`config.mk`:
```
export PLATFORM = sky130hd
export DESIGN_NAME = adder_arbiter
export DESIGN_NICKNAME = d
export VERILOG_FILES = /design/src/rtl/adder_arb_pkg.sv /design/src/rtl/parallel_adder.sv /design/src/rtl/rr_picker.sv /design/src/rtl/adder_arbiter.sv
export SDC_FILE = /design/constraint.sdc
export NUM_CORES = 1
export LEC_CHECK = 0
export CAP_MARGIN = 0
export CORE_AREA = 2 2 65 67
export DETAILED_ROUTE_END_ITERATION = 6
export DIE_AREA = 0 0 67 69
export PLACE_DENSITY = 0.84
export SLEW_MARGIN = 20
export SYNTH_ARGS = -nofsm -noshare
export SYNTH_HDL_FRONTEND = slang
export SYNTH_SLANG_ARGS = --single-unit
export TNS_END_PERCENT = 5
```
`constraint.sdc`:
```
create_clock -name clk -period 5.11 [get_ports clk]
set_input_delay 0.511 -clock clk [delete_from_list [all_inputs] [get_ports clk]]
set_output_delay 0.511 -clock clk [all_outputs]
set_load 0.01 [all_outputs]
```
`src/rtl/adder_arb_pkg.sv`:
```
`default_nettype none
// ============================================================================
//  Module   : adder_arb_pkg
//  Brief    : Shared types and helpers for the adder arbiter: FSM state
//             encoding, adder width and the round-robin pointer advance.
//  Revision : 1.0 - initial release
// ============================================================================
package adder_arb_pkg;

    // Arbiter FSM states, explicit 2-bit encoding
    typedef enum logic [1:0] {
        IDLE = 2'd0,
        EXEC = 2'd1,
        RESP = 2'd2
    } arb_state_t;

    // Width of the shared parallel_adder; operand width must match it
    localparam int ADDER_W = 4;

    // Advance the round-robin pointer by one, wrapping n-1 back to 0
    function automatic int unsigned next_rr_ptr(input int unsigned ptr, input int unsigned n);
        if (ptr + 1 >= n) begin
            return 0;
        end
        return ptr + 1;
    endfunction

endpackage
`default_nettype wire

```
`src/rtl/parallel_adder.sv`:
```
`default_nettype none
// ============================================================================
//  Module   : parallel_adder
//  Brief    : 4-bit combinational adder, sum modulo 16 with separate carry.
//  Revision : 1.0 - initial release
// ============================================================================
module parallel_adder (
    output logic [3:0] sum,
    output logic       carry_out,
    input  logic [3:0] A,
    input  logic [3:0] B
);

    // Zero-extend both operands so the fifth bit of the result is the carry
    assign {carry_out, sum} = {1'b0, A} + {1'b0, B};

endmodule
`default_nettype wire

```
`src/rtl/rr_picker.sv`:
```
`default_nettype none
// ============================================================================
//  Module   : rr_picker
//  Brief    : Combinational request picker. Default build searches upward
//             from the pointer with wrap-around (round-robin). When the
//             macro ADDER_ARB_FIXED_PRIO_EN is defined the lowest requesting
//             index always wins and the pointer is ignored.
//  Revision : 1.0 - initial release
// ============================================================================
module rr_picker #(
    parameter int NUM_REQ = 4,
    parameter int ID_W    = 2
) (
    input  logic [NUM_REQ-1:0] req,
    input  logic [ID_W-1:0]    ptr,
    output logic [NUM_REQ-1:0] grant,
    output logic [ID_W-1:0]    grant_idx,
    output logic               grant_any
);

`ifdef ADDER_ARB_FIXED_PRIO_EN
    // The pointer has no meaning under fixed priority
    logic w_unused_ptr;
    assign w_unused_ptr = ^ptr;

    // Lowest requesting index wins
    always_comb begin
        grant     = '0;
        grant_idx = '0;
        grant_any = 1'b0;
        for (int k = 0; k < NUM_REQ; k++) begin
            if (!grant_any && req[k]) begin
                grant_any = 1'b1;
                grant_idx = ID_W'(k);
                grant[k]  = 1'b1;
            end
        end
    end
`else
    int w_scan;

    // Scan ptr, ptr+1, ... wrapping at NUM_REQ; first requester found wins
    always_comb begin
        grant     = '0;
        grant_idx = '0;
        grant_any = 1'b0;
        w_scan    = 0;
        for (int k = 0; k < NUM_REQ; k++) begin
            w_scan = int'(ptr) + k;
            if (w_scan >= NUM_REQ) begin
                w_scan = w_scan - NUM_REQ;
            end
            if (!grant_any && req[w_scan]) begin
                grant_any     = 1'b1;
                grant_idx     = ID_W'(w_scan);
                grant[w_scan] = 1'b1;
            end
        end
    end
`endif

endmodule
`default_nettype wire

```
`src/rtl/adder_arbiter.sv`:
```
`default_nettype none
// ============================================================================
//  Module   : adder_arbiter
//  Brief    : Shares one parallel_adder among NUM_REQ requesters. A request
//             is accepted in IDLE, its operands are registered, the adder
//             result is captured in EXEC and returned tagged with the
//             requester id in RESP until the consumer takes it.
//             Build option: define ADDER_ARB_FIXED_PRIO_EN for fixed
//             priority (lowest index wins, no round-robin pointer).
//  Revision : 1.0 - initial release
// ============================================================================
module adder_arbiter
    import adder_arb_pkg::*;
#(
    parameter  int NUM_REQ = 4,
    parameter  int DATA_W  = ADDER_W,   // must equal ADDER_W
    localparam int ID_W    = $clog2(NUM_REQ)
) (
    input  logic                      clk,
    input  logic                      rst_n,
    input  logic [NUM_REQ-1:0]        req_valid,
    input  logic [NUM_REQ*DATA_W-1:0] req_a,
    input  logic [NUM_REQ*DATA_W-1:0] req_b,
    output logic [NUM_REQ-1:0]        req_ready,
    output logic                      rsp_valid,
    input  logic                      rsp_ready,
    output logic [DATA_W-1:0]         rsp_sum,
    output logic                      rsp_carry,
    output logic [ID_W-1:0]           rsp_id
);

    arb_state_t          r_state;
    arb_state_t          w_next_state;
    logic [ID_W-1:0]     r_op_id;
    logic [DATA_W-1:0]   r_op_a;
    logic [DATA_W-1:0]   r_op_b;
    logic [ID_W-1:0]     w_rr_ptr;
    logic [NUM_REQ-1:0]  w_grant;
    logic [ID_W-1:0]     w_grant_idx;
    logic                w_grant_any;
    logic [DATA_W-1:0]   w_sel_a;
    logic [DATA_W-1:0]   w_sel_b;
    logic [DATA_W-1:0]   w_sum;
    logic                w_carry;

    rr_picker #(
        .NUM_REQ (NUM_REQ),
        .ID_W    (ID_W)
    ) u_picker (
        .req       (req_valid),
        .ptr       (w_rr_ptr),
        .grant     (w_grant),
        .grant_idx (w_grant_idx),
        .grant_any (w_grant_any)
    );

    parallel_adder u_adder (
        .sum       (w_sum),
        .carry_out (w_carry),
        .A         (r_op_a),
        .B         (r_op_b)
    );

    assign w_sel_a = req_a[w_grant_idx*DATA_W +: DATA_W];
    assign w_sel_b = req_b[w_grant_idx*DATA_W +: DATA_W];

`ifdef ADDER_ARB_FIXED_PRIO_EN
    assign w_rr_ptr = '0;
`else
    logic [ID_W-1:0] r_rr_ptr;

    // Next search starts just above the requester whose result was consumed
    always_ff @(posedge clk or negedge rst_n) begin
        if (!rst_n) begin
            r_rr_ptr <= '0;
        end else if (r_state == RESP && rsp_ready) begin
            r_rr_ptr <= ID_W'(next_rr_ptr(32'(r_op_id), NUM_REQ));
        end
    end

    assign w_rr_ptr = r_rr_ptr;
`endif

    // FSM state register
    always_ff @(posedge clk or negedge rst_n) begin
        if (!rst_n) begin
            r_state <= IDLE;
        end else begin
            r_state <= w_next_state;
        end
    end

    // Next state and accept strobe; ready is held low while reset is asserted
    // so no handshake can complete during reset
    always_comb begin
        w_next_state = r_state;
        req_ready    = '0;
        case (r_state)
            IDLE: begin
                if (w_grant_any && rst_n) begin
                    req_ready    = w_grant;
                    w_next_state = EXEC;
                end
            end
            EXEC: w_next_state = RESP;
            RESP: begin
                if (rsp_ready) begin
                    w_next_state = IDLE;
                end
            end
            default: w_next_state = IDLE;
        endcase
    end

    // Operand capture on accept, result capture in EXEC, release in RESP
    always_ff @(posedge clk or negedge rst_n) begin
        if (!rst_n) begin
            r_op_a    <= '0;
            r_op_b    <= '0;
            r_op_id   <= '0;
            rsp_valid <= 1'b0;
            rsp_sum   <= '0;
            rsp_carry <= 1'b0;
            rsp_id    <= '0;
        end else begin
            case (r_state)
                IDLE: begin
                    if (w_grant_any) begin
                        r_op_a  <= w_sel_a;
                        r_op_b  <= w_sel_b;
                        r_op_id <= w_grant_idx;
                    end
                end
                EXEC: begin
                    rsp_sum   <= w_sum;
                    rsp_carry <= w_carry;
                    rsp_id    <= r_op_id;
                    rsp_valid <= 1'b1;
                end
                RESP: begin
                    if (rsp_ready) begin
                        rsp_valid <= 1'b0;
                    end
                end
                default: ;
            endcase
        end
    end

endmodule
`default_nettype wire

```
==> results_dict.tcl <==
set metrics [dict create \
    grt_pass1_wl_um 7790 \
    synth_fp_nets 269 \
    antenna_found_initial 0 \
    grtUsageTotal_pct 21.2 \
    die_h_um 69 \
    synth_edf_count 0 \
    cp_max_fo 15 \
    endpoint_kind "primary output" \
    post-route-min-period_ns 4.39 \
    clock_sinks 22 \
    netlist_top_cells_count "nand2_1, dfrtp_1, nor2_1" \
    fillers 356 \
    critPathRequiredTime_ns 4.60 \
    cts.clk_slew.worst_paths_ns 0.08 \
    numPortBuffers 50 \
    dp_cells 309 \
    yosys_warnings 0 \
    fin_setup_tns_ns 0 \
    hp-class "flip-flop to flip-flop" \
    multi_input_comb_area_mm2 0.00122 \
    antenna_cells 0 \
    fin_skew_ns 0.00608 \
    relSlewSlack_pct 51.7 \
    drc 0 \
    die_x_um 67 \
    area_growth_pct 30.2 \
    post-cts-setup-buffers 0 \
    drv_cap 0 \
    switching_power_mw 0.655 \
    clockBufferDepth 2 \
    p_seq_share_pct 22.9 \
    dr.max_layer_used "met4" \
    p_sw_share_pct 46.1 \
    yosys.cell_count.top_type "nand2_1" \
    synth_seq_area_share_pct 29.4 \
    clock_latency_ns 0.27 \
    cts_made_buffers 3 \
    wl_met1_um 2010 \
    clockRootBuffer "clkbuf_8" \
    critPathKind "flip-flop to primary output" \
    yosys.area.top_type_share_pct 29.4 \
    dr_wl_met2_um 2250 \
    finalSetupViolCount 0 \
    wl_per_cell_um 14.8 \
    place_ws_ns 1.04 \
    synth_ff_type "dfrtp_1" \
    gp_congestion 0.927 \
    combPwrFrac_pct 68.2 \
    synth_top_cell_by_area "dfrtp_1" \
    start_util_pct 47.9 \
    io_pins 51 \
    grt_start_max_net_pins 31 \
    tightest_slew_ns 0.710 \
    clkPwrFrac_pct 8.9 \
    dp_hpwl_um 3560 \
    vias 1801 \
    drt_iter0_markers 139 \
    cp-start-kind "flip-flop" \
    rows 23 \
    drive_gt1_share_pct 7.60 \
    wl_um 4640 \
    whs_ns 0.482 \
    via_per_inst 5.75 \
    finalHoldViolCount 0 \
    core-area_mm2 0.00391 \
    synth_cells 219 \
    setup_slack_ns 0.719 \
    period_share_pct 85.9 \
    antenna_left 0 \
    vdd_drop_max_mv 0.259 \
    htreeDepth 1 \
    rsz0062_at_grt "false" \
    syn_avg_cell_area_um2 8.55 \
    cp.arrival_ns 3.88 \
    synthTopCellsByArea "dfrtp_1, mux2i_1, ha_1" \
    ys_types 42 \
    grt_pass1_vias 1704 \
    met3_length_um 281 \
    holdBufCountCts 0 \
    fp.dieArea_mm2 0.00462 \
    dr.pass1.iters 4 \
    syn_area_mm2 0.00187 \
    overflow 0 \
    cts_tree "built" \
    powerDensity_mw_per_mm2 582 \
    synth-seq-cells 22 \
    final_core_util_pct 62.3 \
    fin_cells 313 \
    p_int_mw 0.765 \
    async_reset_ff_share_pct 100 \
    cts_resized 0 \
    nNetsFinal 314 \
    seq_area_um2 551 \
    outcome "finished, final reports clean" \
    max_freq_ghz 0.228 \
    finalMaxSlewViolations 0 \
    leakagePower_nw 1.01 \
]
[cell usage in the layout, fill, tap and decap left out, types with 2 or more instances in the layout]
cell type,synthesis,routed
clkbuf_8,0,4
o21ai_1,8,8
nand2b_1,5,5
a221oi_1,4,4
nand3_1,16,16
a21o_1,2,2
o221ai_1,2,2
dfrtp_1,22,22
mux4_2,2,2
a21oi_1,7,7
nand2_1,27,27
ha_1,10,10
nor2_1,22,22
inv_1,9,9
o2111ai_1,7,7
xor2_1,2,2
o21ai_0,9,9
mux2_2,7,7
buf_4,3,2
mux2i_1,14,13
clkdlybuf4s50_1,0,50
nor2b_1,3,3
o211ai_1,7,7
o21a_1,2,2
a22oi_1,4,4
[path summary, 6_finish.rpt]
path	slack, ns	startpoint	cells past startpoint	endpoint
worst min register to register	0.48	rsp_sum[1]	2	rsp_sum[1]
worst max register to register	1.80	r_rr_ptr[1]	8	r_op_a[2]
worst min-delay path	0.48	rsp_sum[1]	2	rsp_sum[1]
min in group asynchronous	0.58	rst_n	2	rsp_sum[0]
worst max-delay path	0.72	r_rr_ptr[1]	9	req_ready[3]
max in group asynchronous	4.30	rst_n	2	r_rr_ptr[1]
[state kept, by name (all words and copies together), names as in the netlist]
signal,flops
r_op_a,4
r_state,2
r_op_b,4
r_rr_ptr,2
rsp_carry,1
r_op_id,2
rsp_id,2
rsp_sum,4
rsp_valid,1
[power groups by stage]
stage | sequential, mW | combinational [mW] | clock, mW
6_report | 0.325 | 0.969 | 0.126
5_1_grt | 0.337 | 1.08 | 0.135
4_1_cts | 0.325 | 0.965 | 0.129
3_5_place_dp | 0.329 | 0.959 | 0
3_3_place_gp | 0.323 | 0.932 | 0
2_1_floorplan | 0.323 | 0.711 | 0
[through the flow]
stage / total power, mW / cell area (um^2)
2_1_floorplan: 1.03 / 1870
4_1_cts: 1.42 / 2430
6_report: 1.42 / 2440
3_3_place_gp: 1.26 / 2380
5_1_grt: 1.56 / 2440
3_5_place_dp: 1.29 / 2380
[worst max-delay path, cell delays in order (launching register included)]
cell and delay, ns:
dfrtp_1 0.65, inv_1 0.22, ha_1 0.52, mux4_2 0.61, nor2b_1 0.59, a22oi_1 0.15
nor2_1 0.15, a221oi_1 0.06, nor2_1 0.13, clkdlybuf4s50_1 0.54
[kinds of logic (layout without fill, tap and decap cells)]
logic type / Yosys count / in the layout / share of synthesized area (%)
AO/OA/AOI/OAI: 62 / 62 / 23.6
buffers and inverters: 22 / 66 / 5.81
flip-flops: 22 / 22 / 29.4
XOR/XNOR: 2 / 2 / 0.935
adder cells (fa/ha/maj): 11 / 11 / 7.75
AND/OR/NAND/NOR: 76 / 76 / 17.8
multiplexers: 24 / 24 / 14.7
[cell type report]
cell class	instances	area share (%)
Inverter	10	1.54
Sequential cell	22	22.6
Clock buffer	4	2.26
Timing Repair Buffer	52	21.1
Multi-Input combinational cell	175	49.9
Tap cell	50	2.57
[layer usage]
layer,GRT usage [%],up-vias
met5,0,-
met4,9.30,0
met3,0.816,11
met2,33.3,71
met1,29.8,826
li1,-,893
Note: power is estimated with default switching activity, not from simulation.
